### src/rtl/alarm_pkg.sv
// ---- alarm_pkg : controller state encoding and default keypad codes ----
// ---- rev 1.0 ----
`default_nettype none

package alarm_pkg;

   typedef enum logic [2:0] {
      S_DISARMED   = 3'd0,
      S_EXIT_DELAY = 3'd1,
      S_ARMED      = 3'd2,
      S_WAIT_DELAY = 3'd3,
      S_ALARM      = 3'd4,
      S_SILENCED   = 3'd5
   } state_t;

   localparam logic [3:0] ARM_CODE_DEF    = 4'b0011;
   localparam logic [3:0] DISARM_CODE_DEF = 4'b1100;

endpackage

`default_nettype wire

### src/rtl/alarm_zone_ctrl_if.sv
// ---- alarm_zone_ctrl_if : sensor/keypad inputs and siren/status outputs ----
// ---- rev 1.0 ----
`default_nettype none

interface alarm_zone_ctrl_if #(
   parameter int N_ZONES = 3
);
   logic               ENA;
   logic [N_ZONES-1:0] sensors;
   logic [N_ZONES-1:0] instant_mask;
   logic [3:0]         keypad;
   logic               alarm_siren;
   logic               is_armed;
   logic               is_exit_delay;
   logic               is_wait_delay;
   logic               is_silenced;
   logic [N_ZONES-1:0] trip_zones;

   modport master (
      output ENA, sensors, instant_mask, keypad,
      input  alarm_siren, is_armed, is_exit_delay, is_wait_delay, is_silenced, trip_zones
   );

   modport slave (
      input  ENA, sensors, instant_mask, keypad,
      output alarm_siren, is_armed, is_exit_delay, is_wait_delay, is_silenced, trip_zones
   );
endinterface

`default_nettype wire

### src/rtl/alarm_delay_cnt.sv
// ---- alarm_delay_cnt : loadable down-counter shared by exit/entry/siren delays ----
// ---- rev 1.0 ----
`default_nettype none

module alarm_delay_cnt #(
   parameter int CNT_W = 8
) (
   input  wire logic             clk,
   input  wire logic             rst,
   input  wire logic             i_ena,
   input  wire logic             i_load,
   input  wire logic [CNT_W-1:0] i_value,
   input  wire logic             i_dec,
   output logic      [CNT_W-1:0] o_cnt,
   output logic                  o_zero
);

   logic [CNT_W-1:0] r_cnt;

   always_ff @(posedge clk or posedge rst) begin
      if (rst) begin
         r_cnt <= '0;
      end else if (i_ena) begin
         if (i_load) begin
            r_cnt <= i_value;
         end else if (i_dec && (r_cnt != '0)) begin
            // saturates at zero rather than wrapping
            r_cnt <= r_cnt - 1'b1;
         end
      end
   end

   assign o_cnt  = r_cnt;
   assign o_zero = (r_cnt == '0);

endmodule

`default_nettype wire

### src/rtl/alarm_zone_ctrl.sv
// ---- alarm_zone_ctrl : N-zone intrusion alarm with exit/entry delays and bounded siren ----
// ---- rev 1.0 ----
`default_nettype none

module alarm_zone_ctrl
   import alarm_pkg::*;
#(
   parameter int         N_ZONES     = 3,
   parameter int         CNT_W       = 8,
   parameter int         EXIT_DELAY  = 50,
   parameter int         ENTRY_DELAY = 100,
   parameter int         SIREN_TIME  = 200,
   parameter logic [3:0] ARM_CODE    = ARM_CODE_DEF,
   parameter logic [3:0] DISARM_CODE = DISARM_CODE_DEF
) (
   input  wire logic         clk,
   input  wire logic         reset,
   alarm_zone_ctrl_if.slave  bus
);

   generate
      if ((N_ZONES < 1) || (N_ZONES > 16) ||
          (EXIT_DELAY  < 1) || (EXIT_DELAY  > (2**CNT_W)) ||
          (ENTRY_DELAY < 1) || (ENTRY_DELAY > (2**CNT_W)) ||
          (SIREN_TIME  < 1) || (SIREN_TIME  > (2**CNT_W))) begin : g_param_err
         $error("alarm_zone_ctrl: illegal parameter set");
      end
   endgenerate

   localparam logic [CNT_W-1:0] c_exit_ld  = CNT_W'(EXIT_DELAY  - 1);
   localparam logic [CNT_W-1:0] c_entry_ld = CNT_W'(ENTRY_DELAY - 1);
   localparam logic [CNT_W-1:0] c_siren_ld = CNT_W'(SIREN_TIME  - 1);

   state_t             r_state;
   state_t             w_nxt_state;
   logic               r_siren, r_armed, r_exit, r_wait, r_silenced;
   logic [N_ZONES-1:0] r_trip_zones;
   logic               w_inst, w_dly, w_trip, w_arm, w_disarm;
   logic               w_load, w_dec, w_zero;
   logic [CNT_W-1:0]   w_value, w_cnt;

   assign w_inst   = |(bus.sensors &  bus.instant_mask);
   assign w_dly    = |(bus.sensors & ~bus.instant_mask);
   assign w_trip   = w_inst | w_dly;
   assign w_arm    = (bus.keypad == ARM_CODE);
   assign w_disarm = (bus.keypad == DISARM_CODE);

   alarm_delay_cnt #(.CNT_W(CNT_W)) u_delay_cnt (
      .clk     (clk),
      .rst     (reset),
      .i_ena   (bus.ENA),
      .i_load  (w_load),
      .i_value (w_value),
      .i_dec   (w_dec),
      .o_cnt   (w_cnt),
      .o_zero  (w_zero)
   );

   always_comb begin
      w_nxt_state = r_state;
      w_load      = 1'b0;
      w_value     = '0;
      w_dec       = 1'b0;
      case (r_state)
         S_DISARMED: begin
            if (w_arm) begin
               w_nxt_state = S_EXIT_DELAY;
               w_load      = 1'b1;
               w_value     = c_exit_ld;
            end
         end
         S_EXIT_DELAY: begin
            if (w_disarm)    w_nxt_state = S_DISARMED;
            else if (w_zero) w_nxt_state = S_ARMED;
            else             w_dec       = 1'b1;
         end
         S_ARMED: begin
            if (w_disarm) begin
               w_nxt_state = S_DISARMED;
            end else if (w_inst) begin
               w_nxt_state = S_ALARM;
               w_load      = 1'b1;
               w_value     = c_siren_ld;
            end else if (w_dly) begin
               w_nxt_state = S_WAIT_DELAY;
               w_load      = 1'b1;
               w_value     = c_entry_ld;
            end
         end
         S_WAIT_DELAY: begin
            if (w_disarm) begin
               w_nxt_state = S_DISARMED;
            end else if (w_inst || w_zero) begin
               w_nxt_state = S_ALARM;
               w_load      = 1'b1;
               w_value     = c_siren_ld;
            end else begin
               w_dec = 1'b1;
            end
         end
         S_ALARM: begin
            if (w_disarm)    w_nxt_state = S_DISARMED;
            else if (w_zero) w_nxt_state = S_SILENCED;
            else             w_dec       = 1'b1;
         end
         S_SILENCED: begin
            if (w_disarm) begin
               w_nxt_state = S_DISARMED;
            end else if (w_trip) begin
               w_nxt_state = S_ALARM;
               w_load      = 1'b1;
               w_value     = c_siren_ld;
            end
         end
         default: w_nxt_state = S_DISARMED;
      endcase
      // idle states hold the counter at zero; a disarm mid-delay clears any residue
      if ((w_nxt_state inside {S_DISARMED, S_ARMED, S_SILENCED}) && (w_cnt != '0)) begin
         w_load  = 1'b1;
         w_value = '0;
         w_dec   = 1'b0;
      end
   end

   always_ff @(posedge clk or posedge reset) begin
      if (reset) begin
         r_state      <= S_DISARMED;
         r_siren      <= 1'b0;
         r_armed      <= 1'b0;
         r_exit       <= 1'b0;
         r_wait       <= 1'b0;
         r_silenced   <= 1'b0;
         r_trip_zones <= '0;
      end else if (bus.ENA) begin
         r_state    <= w_nxt_state;
         r_siren    <= (r_state == S_ALARM);
         r_armed    <= (r_state == S_ARMED);
         r_exit     <= (r_state == S_EXIT_DELAY);
         r_wait     <= (r_state == S_WAIT_DELAY);
         r_silenced <= (r_state == S_SILENCED);
         if (w_nxt_state == S_DISARMED) begin
            r_trip_zones <= '0;
         end else if ((r_state == S_ARMED) && (w_nxt_state != S_ARMED)) begin
            r_trip_zones <= bus.sensors;
         end else if (r_state inside {S_WAIT_DELAY, S_ALARM, S_SILENCED}) begin
            r_trip_zones <= r_trip_zones | bus.sensors;
         end
      end
   end

   assign bus.alarm_siren   = r_siren;
   assign bus.is_armed      = r_armed;
   assign bus.is_exit_delay = r_exit;
   assign bus.is_wait_delay = r_wait;
   assign bus.is_silenced   = r_silenced;
   assign bus.trip_zones    = r_trip_zones;

endmodule

`default_nettype wire
### src/flat_wrapper.sv
// flat-port wrapper written by rule: the top's interface ports become plain ports
module alarm_zone_ctrl_flat import alarm_pkg::*;
#(
   parameter int         N_ZONES     = 3,
   parameter int         CNT_W       = 8,
   parameter int         EXIT_DELAY  = 50,
   parameter int         ENTRY_DELAY = 100,
   parameter int         SIREN_TIME  = 200,
   parameter logic [3:0] ARM_CODE    = ARM_CODE_DEF,
   parameter logic [3:0] DISARM_CODE = DISARM_CODE_DEF
)
  (clk, reset, bus_ENA, bus_sensors, bus_instant_mask, bus_keypad, bus_alarm_siren, bus_is_armed, bus_is_exit_delay, bus_is_wait_delay, bus_is_silenced, bus_trip_zones);
  alarm_zone_ctrl_if #(.N_ZONES(N_ZONES)) bus_i ();
  input  wire logic clk;
  input  wire logic reset;
  input wire logic [$bits(bus_i.ENA)-1:0] bus_ENA;
  input wire logic [$bits(bus_i.sensors)-1:0] bus_sensors;
  input wire logic [$bits(bus_i.instant_mask)-1:0] bus_instant_mask;
  input wire logic [$bits(bus_i.keypad)-1:0] bus_keypad;
  output wire logic [$bits(bus_i.alarm_siren)-1:0] bus_alarm_siren;
  output wire logic [$bits(bus_i.is_armed)-1:0] bus_is_armed;
  output wire logic [$bits(bus_i.is_exit_delay)-1:0] bus_is_exit_delay;
  output wire logic [$bits(bus_i.is_wait_delay)-1:0] bus_is_wait_delay;
  output wire logic [$bits(bus_i.is_silenced)-1:0] bus_is_silenced;
  output wire logic [$bits(bus_i.trip_zones)-1:0] bus_trip_zones;
  assign bus_i.ENA = bus_ENA;
  assign bus_i.sensors = bus_sensors;
  assign bus_i.instant_mask = bus_instant_mask;
  assign bus_i.keypad = bus_keypad;
  assign bus_alarm_siren = bus_i.alarm_siren;
  assign bus_is_armed = bus_i.is_armed;
  assign bus_is_exit_delay = bus_i.is_exit_delay;
  assign bus_is_wait_delay = bus_i.is_wait_delay;
  assign bus_is_silenced = bus_i.is_silenced;
  assign bus_trip_zones = bus_i.trip_zones;
  alarm_zone_ctrl #(.N_ZONES(N_ZONES), .CNT_W(CNT_W), .EXIT_DELAY(EXIT_DELAY), .ENTRY_DELAY(ENTRY_DELAY), .SIREN_TIME(SIREN_TIME), .ARM_CODE(ARM_CODE), .DISARM_CODE(DISARM_CODE)) u_core (.clk(clk), .reset(reset), .bus(bus_i));
endmodule
### config.mk
export PLATFORM = sky130hd
export DESIGN_NAME = alarm_zone_ctrl_flat
export DESIGN_NICKNAME = d
export VERILOG_FILES = /design/src/rtl/alarm_pkg.sv /design/src/rtl/alarm_zone_ctrl_if.sv /design/src/rtl/alarm_delay_cnt.sv /design/src/rtl/alarm_zone_ctrl.sv /design/src/flat_wrapper.sv
export SDC_FILE = /design/constraint.sdc
export NUM_CORES = 1
export LEC_CHECK = 0
export ABC_AREA = 1
export CAP_MARGIN = 0
export CORE_MARGIN = 2
export CORE_UTILIZATION = 29
export CTS_BUF_LIST = sky130_fd_sc_hd__clkbuf_16
export DETAILED_ROUTE_END_ITERATION = 7
export GPL_ROUTABILITY_DRIVEN = 0
export PLACE_DENSITY_LB_ADDON = 0.05
export SLEW_MARGIN = 20
export SYNTH_ARGS = -nofsm -noshare
export SYNTH_HDL_FRONTEND = slang
export SYNTH_HIERARCHICAL = 1
export SYNTH_SLANG_ARGS = --single-unit
### constraint.sdc
create_clock -name clk -period 6.6 [get_ports clk]
set_input_delay 0.99 -clock clk [delete_from_list [all_inputs] [get_ports clk]]
set_output_delay 0.99 -clock clk [all_outputs]
set_load 0.03 [all_outputs]
Word-level counts from Yosys, hierarchy flattened
Cells that the tools add are included.
- register bits: 19
- latch bits: 0
- memory bits (writable): 0
- bits in read-only memories: 0
- input port bits: 13
- logic and storage cells: 85
- memories kept: 0
- add/sub/neg operators: 1
- multiply operators: 0
- div/mod/pow operators: 0
- magnitude comparators: 0
- equality and inequality tests: 10
- shifts and indexed selects: 0
- mux-type cells: 44
- bitwise gates (word level): 5
- reductions and logical operators: 17
- operators by type and width (operator ; count):
    $mux 8 ; 9
    $mux 3 ; 15
    $pmux 8 s4 ; 1
    $pmux 3 s6 ; 1
    $mux 1 ; 14
    $eq 3x2->1 const B ; 3
    $eq 3x3->1 const B ; 3
    $reduce_bool 3->1 ; 3
    $logic_not 8->1 ; 1
    $reduce_bool 8->1 ; 1
    $sub 8x1->8 const B ; 1
    $mux 7 ; 1
    $and 3x3->3 ; 2
    $logic_not 3->1 ; 2
    $mux 6 ; 1
    $reduce_or 3->1 ; 2
    $eq 4x2->1 const B ; 1
    $eq 4x4->1 const B ; 1
    $pmux 1 s4 ; 1
    $reduce_and 2->1 ; 2
    $eq 3x1->1 const B ; 1
    $logic_and 1x1->1 ; 3
    $ne 3x2->1 const B ; 1
    $not 3->3 ; 1
    6 further kinds ; 6

Depth between registers and ports, before layout
Gate-level depths: netlist of run 1.
- depth in word-level cells: 14
- depth in mapped cells: 18
- depth with buffers taken out: 16

By module
The synthesis of run 1 kept the hierarchy.
- modules (own cells, without submodules) (module ; times used ; cells each ; area each (um2) ; sequential area each (um2)):
    alarm_zone_ctrl ; 1 ; 133 ; 837.1 ; 275.3
    alarm_delay_cnt ; 1 ; 94 ; 590.6 ; 200.2

Least setup slack after synthesis of run 1
OpenSTA, ideal clock, no wires.
- path kind: input-to-reg
- from: in bus_keypad[0]
- to: reg u_core.u_delay_cnt.r_cnt[0], in the netlist u_core/u_delay_cnt/o_cnt[0]
- setup time: 127 ps
- arrival time: 2472 ps
- data required time: 6473 ps
- setup slack: 4001 ps
- cell stages on the path: 17
- cell sequence: inv_1 > nand2_1 > nor2_2 > nor2_2 > nand3_1 > nand2_1 > nor2_2 > nand2_1 > o21ai_0 > a21o_1 > buf_2 > inv_2 > nand2_1 > nand2_2 > buf_6 > nand2_1 > o21ai_0
- RTL lines (what ; line ; source):
    from (decl) ; flat_wrapper.sv:19 ; input wire logic [$bits(bus_i.keypad)-1:0] bus_keypad;
    $eq 4x4->1 or $eq 4x2->1 (tied branches) ; alarm_zone_ctrl.sv:46, alarm_zone_ctrl.sv:45 ;
    $mux 3, or another cell as far along ; alarm_zone_ctrl.sv:107 ; if (w_disarm) begin
    $pmux 3 s6 ; alarm_zone_ctrl.sv:64 ; case (r_state)
    $eq 3x2->1, or another cell as far along ; alarm_zone_ctrl.sv:118 ; if ((w_nxt_state inside {S_DISARMED, S_ARMED, S_SILENCED}) && (w_cnt != '0)) begin
    $reduce_bool 3->1 ; alarm_zone_ctrl.sv:118 ;
    $logic_and 1x1->1 ; alarm_zone_ctrl.sv:118 ;
    $mux 1 (*) ; alarm_zone_ctrl.sv:118 ;
    named net u_core.w_load ; alarm_zone_ctrl.sv:39 ; logic w_load, w_dec, w_zero;
    $reduce_bool 2->1 (no source line) ; n/a ;
    $reduce_and 2->1 (no source line) ; n/a ;
    to (signal assigned) ; alarm_delay_cnt.sv:25 ; r_cnt <= i_value;
    to (signal assigned) ; alarm_delay_cnt.sv:28 ; r_cnt <= r_cnt - 1'b1;
    to (decl) ; alarm_delay_cnt.sv:18 ; logic [CNT_W-1:0] r_cnt;
Mark *: on every way through the listed nets, which the timed path passes. The rest lies on a longest branch.
A chain may end at the register's enable or synchronous reset.

Final worst setup path of run 1
- from: in bus_keypad[3]
- to: reg u_core.u_delay_cnt.r_cnt[3], in the netlist u_core/u_delay_cnt/o_cnt[3]
Same word-level chain as after synthesis.

==> results by group, run 1 <==
Outcome
  – Status: completed

STA
  – Clock Skew: 0.00311 ns
  – Final hold viol count: 0
  – Max-slew violation count: 0
  – RSZ-0062 raised after global routing: false
  – Setup TNS: 0 ns
  – Tcrit/Tclk final: 49.1%
  – Post-layout min period: 3.24 ns
  – F_max: 309 MHz
  – Worst setup margin: 3.36 ns
  – Final setup violation count: 0

GRT
  – GRT Overall Usage: 14.7%
  – Initial antenna violation count: 0
  – Grt ovf: 0
  – Largest net degree at the start of global routing: 12
  – First-pass GRT wire length: 6200 µm
  – Vias in the first global route: 1299

Power
  – Net Sw Frac: 48.2%
  – Comb power frac: 56.4%
  – Worst VDD drop: 0.107 mV
  – Clock share of power: 17.0%
  – Leakage: 0.909 nW
  – Flop pwr share: 26.5%
  – Internal power: 377 µW
  – Pwr dens: 412 nW/µm²
  – Psw: 352 µW

Routing
  – Antenna viol nets, final: 0
  – Vias post-DR: 1392
  – DR WL/cell: 11.6 µm
  – Drt pass-1 iters: 4
  – Residual DRC count: 0
  – Total wire length: 3640 µm
  – Vias per cell: 4.42
  – DR iter-0 viols: 147

Job
  – Max Cap Viol: 0

Floorplanning
  – Die X: 74.2 µm
  – Full die area: 5500 µm²
  – Std cell rows: 25
  – IO Count: 21
  – Initial Utilization: 30.2%
  – Die height: 74.2 µm
  – Core Area: 4720 µm²

Final layout
  – Fin nets: 264
  – Area Overhead vs Synth: 24.0%
  – Diodes inserted: 0
  – Layout cells sized above 1: 8.47%

Worst setup path
  – Arrival time worst endpoint: 3.43 ns
  – Crit path required time: 6.79 ns
  – CP Launch Type: primary input
  – Worst path cell trace: clkdlybuf4s50_1, nand2_1, nor2_2, nor2_2, nand3_1, nand2_1, nor2_2, nand2_1, o21ai_0, a21o_1, inv_2, a21oi_1, nand2_1, nand2_1
  – Most Frequent Cell on Critical Path: nand2_1
  – Max stage delay on crit path: 0.51 ns
  – Slowest cell on the critical path: clkdlybuf4s50_1
  – WS Path Type: primary input to flop
  – CP max FO: 10
  – CP endpoint kind: flop

Clock network
  – CTS sink cnt: 19
  – CTS tree: done
  – Post-CTS sizing: 0
  – Clock Path Buffers: 2
  – CTS clk-pin slew, worst paths: 0.06 ns
  – CTS root buffer: clkbuf_16
  – Setup Buffers After CTS: 0
  – CTS buffer count: 3
  – # hold bufs at CTS: 0
  – CTS H-tree depth: 1
  – Worst-Skew Late Latency: 0.25 ns

Hold path
  – Hold Crit Class: flop to flop

Logic synthesis
  – Post-synthesis sequential area ratio: 33.3%
  – Post-Synthesis Cells: 227
  – Synth warn: 6
  – Synth cell types: 29
  – Mapped Nets: 242
  – Post-Syn Area: 1430 µm²
  – Top cell type's share of synthesized area: 33.3%
  – Ranking of synthesized cells by area: dfrtp_1, nand2_1, inv_1
  – Synth area leader: dfrtp_1
  – Mean cell area of the mapped netlist: 6.29 µm²
  – Seq cells post-synth: 19

Place
  – Place WS: 3.13 ns
  – DP HPWL: 2900 µm
  – IO Port Bufs: 20
## final timing paths
path	cells after the start	slack [ns]	to	start
max	14	3.36	u_core/u_delay_cnt/o_cnt[3]	bus_keypad[3]
min	2	0.49	u_core/bus.is_armed	u_core/bus.is_armed
max reg2reg	15	3.72	u_core/u_delay_cnt/o_cnt[3]	u_core/u_delay_cnt/o_cnt[0]
min reg2reg	2	0.49	u_core/bus.is_armed	u_core/bus.is_armed
max in group asynchronous	2	5.23	u_core/r_state[0]	reset
min in group asynchronous	2	1.04	u_core/u_delay_cnt/o_cnt[5]	reset
## power by group through the flow
stage	Combinational (mW)	Sequential, mW	Clock [mW]
final	0.411	0.193	0.124
after global routing	0.470	0.200	0.135
after CTS	0.415	0.194	0.128
after detailed placement	0.413	0.195	0
after global placement	0.419	0.196	0
after floorplan	0.303	0.206	0
## flip-flops by register name, indices dropped and copies added, names as in the netlist
register,flops
u_core/bus.is_silenced,1
u_core/bus.trip_zones,3
u_core/u_delay_cnt/o_cnt,8
u_core/bus.is_wait_delay,1
u_core/bus.is_exit_delay,1
u_core/bus.is_armed,1
u_core/r_state,3
u_core/bus.alarm_siren,1
## routing by layer
metal	share of wire, %	wire length (µm)	GRT usage (%)	vias up
li1	-	-	-	763
met1	57	2070	23.0	602
met2	39	1410	20.4	25
met3	3.5	127	2.71	2
met4	0.80	29	3.64	0
met5	0	0	0	-
## worst max-delay path: cells and delay by family
| kind | cells | cell delay, ns |
|---|---|---|
| AO/OA/AOI/OAI | 3 | 0.81 |
| buffers and inverters | 2 | 0.65 |
| AND/OR/NAND/NOR | 9 | 0.97 |
## layout by cell type (no fill, tap or decap)
cell	instances
a21o_1	1
a21oi_1	7
clkbuf_16	3
clkdlybuf4s50_1	20
clkinv_1	1
conb_1	1
dfrtp_1	19
ha_1	2
inv_1	29
inv_2	3
nand2_1	85
nand2_2	2
nand2_4	1
nand3_1	17
nand3_2	3
nand4_1	3
nand4_2	1
nor2_1	17
nor2_2	6
nor3_1	1
nor4_1	2
o21a_1	1
o21ai_0	15
o21ai_1	4
o21ai_2	1
o22ai_1	1
o311ai_0	1
or2_2	1
## Yosys cell counts
| master | n |
|---|---|
| nor2_2 | 6 |
| o311ai_0 | 1 |
| o21ai_1 | 4 |
| nand3_2 | 3 |
| inv_1 | 28 |
| nor4_1 | 2 |
| nand4_2 | 1 |
| nor2_1 | 17 |
| or2_2 | 1 |
| a21oi_1 | 7 |
| dfrtp_1 | 19 |
| o21ai_0 | 15 |
| nand4_1 | 3 |
| nand2_1 | 85 |
| conb_1 | 1 |
| clkbuf_1 | 1 |
| nor3_1 | 1 |
| o21a_1 | 1 |
| o21ai_2 | 1 |
| buf_6 | 1 |
| clkinv_1 | 1 |
| nand3_1 | 17 |
| o22ai_1 | 1 |
| ha_1 | 2 |
| nand2_4 | 1 |
| buf_2 | 1 |
| inv_2 | 3 |
| nand2_2 | 2 |
| a21o_1 | 1 |
## metrics by stage
stage	hold WS, ns	total power [mW]	cells	area [µm²]	utilization [%]
after global routing	0.521	0.804	315	1770	37.5
after global placement	0.466	0.615	311	1690	35.8
after detailed placement	0.474	0.608	311	1690	35.8
after floorplan	0.492	0.510	227	1430	-
after CTS	0.488	0.736	315	1770	37.5
final	0.486	0.729	315	1770	37.5
## area by class of cell
cell class / instances / area (µm²)
flip-flops and latches: 19 / 475
inverters: 32 / 120
fillers: 529 / 2950
multi-input cells: 173 / 812
repair buffers: 20 / 200
well taps: 67 / 83.8
clock buffers: 3 / 75.1
clock inverters: 1 / 3.75
## kinds of logic after synthesis
| logic type | after synthesis | synth area share, % |
|---|---|---|
| fa+ha+maj | 2 | 1.75 |
| other cells | 1 | 0.263 |
| simple gates | 139 | 43.0 |
| flops | 19 | 33.3 |
| compound gates | 31 | 11.8 |
| buf+inv | 35 | 9.81 |
Note: power is estimated with default switching activity, not from simulation.
==> inputs of run 2 (changes only) <==
==> constraint.sdc (replaced) <==
create_clock -name clk -period 2.6 [get_ports clk]
set_input_delay 0.39 -clock clk [delete_from_list [all_inputs] [get_ports clk]]
set_output_delay 0.39 -clock clk [all_outputs]
set_load 0.03 [all_outputs]
==> results by group, run 2 (synthesis gave the netlist of run 1 again) <==
Outcome
  – Status: completed

STA
  – Setup TNS: 0 ns
  – Max-slew violation count: 0
  – Clock Skew: 0.00180 ns
  – Final hold viol count: 0
  – Final setup violation count: 0
  – Post-layout min period: 2.40 ns
  – F_max: 416 MHz
  – Hold slack: 0.434 ns
  – Worst setup margin: 0.198 ns
  – Tcrit/Tclk final: 92.4%

Power
  – Tot Pwr: 2.03 mW
  – Pwr dens: 1090 nW/µm²
  – Worst VDD drop: 0.345 mV
  – Leakage: 0.957 nW

Clock network
  – CTS clk-pin slew, worst paths: 0.06 ns
  – Clock Path Buffers: 2
  – CTS H-tree depth: 1
  – Worst-Skew Late Latency: 0.25 ns
  – CTS sink cnt: 19
  – CTS tree: done
  – Setup Buffers After CTS: 0
  – CTS root buffer: clkbuf_16
  – CTS buffer count: 3

Final layout
  – Layout cells sized above 1: 13.2%
  – Commonest non-fill, non-tap cell in the layout: nand2_1
  – Diodes inserted: 0
  – Fin nets: 273
  – Final Util: 39.3%
  – Max reg flops: 8
  – Fin cells: 324
  – Design Area, Final: 1860 µm²
  – Most frequent cells in the layout: nand2_1, inv_1, clkdlybuf4s50_1
  – Area Overhead vs Synth: 30.1%

Worst setup path
  – CP Launch Type: flop
  – CP endpoint kind: flop
  – Worst path cell trace: inv_1, ha_1, nand3_2, nor2_2, inv_1, a21oi_1, nand3_2, nand2_1, o21ai_0, a21o_1, buf_4, a21oi_1, a21oi_1, nand2_1, nand2_1
  – Delay-heaviest family, CP: compound AO/OA/AOI/OAI gates
  – Crit path from: u_core/u_delay_cnt/o_cnt[1]
  – CP max FO: 9
  – WS Path Type: flop to flop
  – Slowest cell on the critical path: dfrtp_1
  – CP bufs+invs: 3
  – Max stage delay on crit path: 0.41 ns
  – Launch point of the worst reg-to-reg path: u_core/u_delay_cnt/o_cnt[1]
  – Crit path required time: 2.75 ns
  – Arrival time worst endpoint: 2.55 ns
  – Reg2Reg Setup Slack: 0.20 ns

Routing
  – DR WL/cell: 11.8 µm
  – DR iter-0 viols: 128
  – Antenna viol nets, final: 0
  – Residual DRC count: 0
  – Vias post-DR: 1469
  – Total wire length: 3830 µm
  – Vias per cell: 4.53
  – Drt pass-1 iters: 4

Place
  – IO Port Bufs: 20
  – Dpl cells: 320
  – DP HPWL: 3000 µm
  – Placement Cell Area: 1760 µm²
  – Place WS: 0.0426 ns

Floorplanning
  – Full die area: 5500 µm²
  – Core Area: 4720 µm²
  – Die height: 74.2 µm
  – Std cell rows: 25
  – Die X: 74.2 µm
  – Initial Utilization: 30.2%
  – IO Count: 21

GRT
  – First-pass GRT wire length: 6500 µm
  – Grt ovf: 0
  – Largest net degree at the start of global routing: 12
  – GRT Overall Usage: 15.4%
  – Initial antenna violation count: 0
  – Vias in the first global route: 1365

Job
  – Max Cap Viol: 0

Hold path
  – Hold Crit Class: primary input to async pin
## run 2: cell type report
cell class	count	area, µm²
fill	516	2870
multi-input combinational	173	830
clock buffer	3	75.1
inverter	32	120
sequential	19	475
timing repair buffer	29	268
clock inverter	1	5.00
tap	67	83.8
## run 2: routing by layer
| layer | GRT usage, % | wire [µm] |
|---|---|---|
| met5 | 0 | 0 |
| met4 | 4.85 | 22 |
| met3 | 2.57 | 181 |
| met2 | 20.9 | 1510 |
| met1 | 24.5 | 2110 |
## run 2: repair_timing
item	CTS	global route
endpoints found under the setup margin	0	8
resized for setup	0	4
hold buffers	0	0
## run 2: path summary, 6_finish.rpt
check,to,cells after the start
max,u_core/u_delay_cnt/o_cnt[3],15
min,u_core/u_delay_cnt/o_cnt[5],2
max reg2reg,u_core/u_delay_cnt/o_cnt[3],15
min reg2reg,u_core/bus.is_silenced,2
max in group asynchronous,u_core/r_state[1],2
min in group clk,u_core/bus.is_silenced,2
## run 2: power by group
group	switching [mW]	total (mW)	internal [mW]
clock network	0.116	0.323	0.206
logic	0.763	1.24	0.474
registers	0.0835	0.469	0.386
total	0.963	2.03	1.07
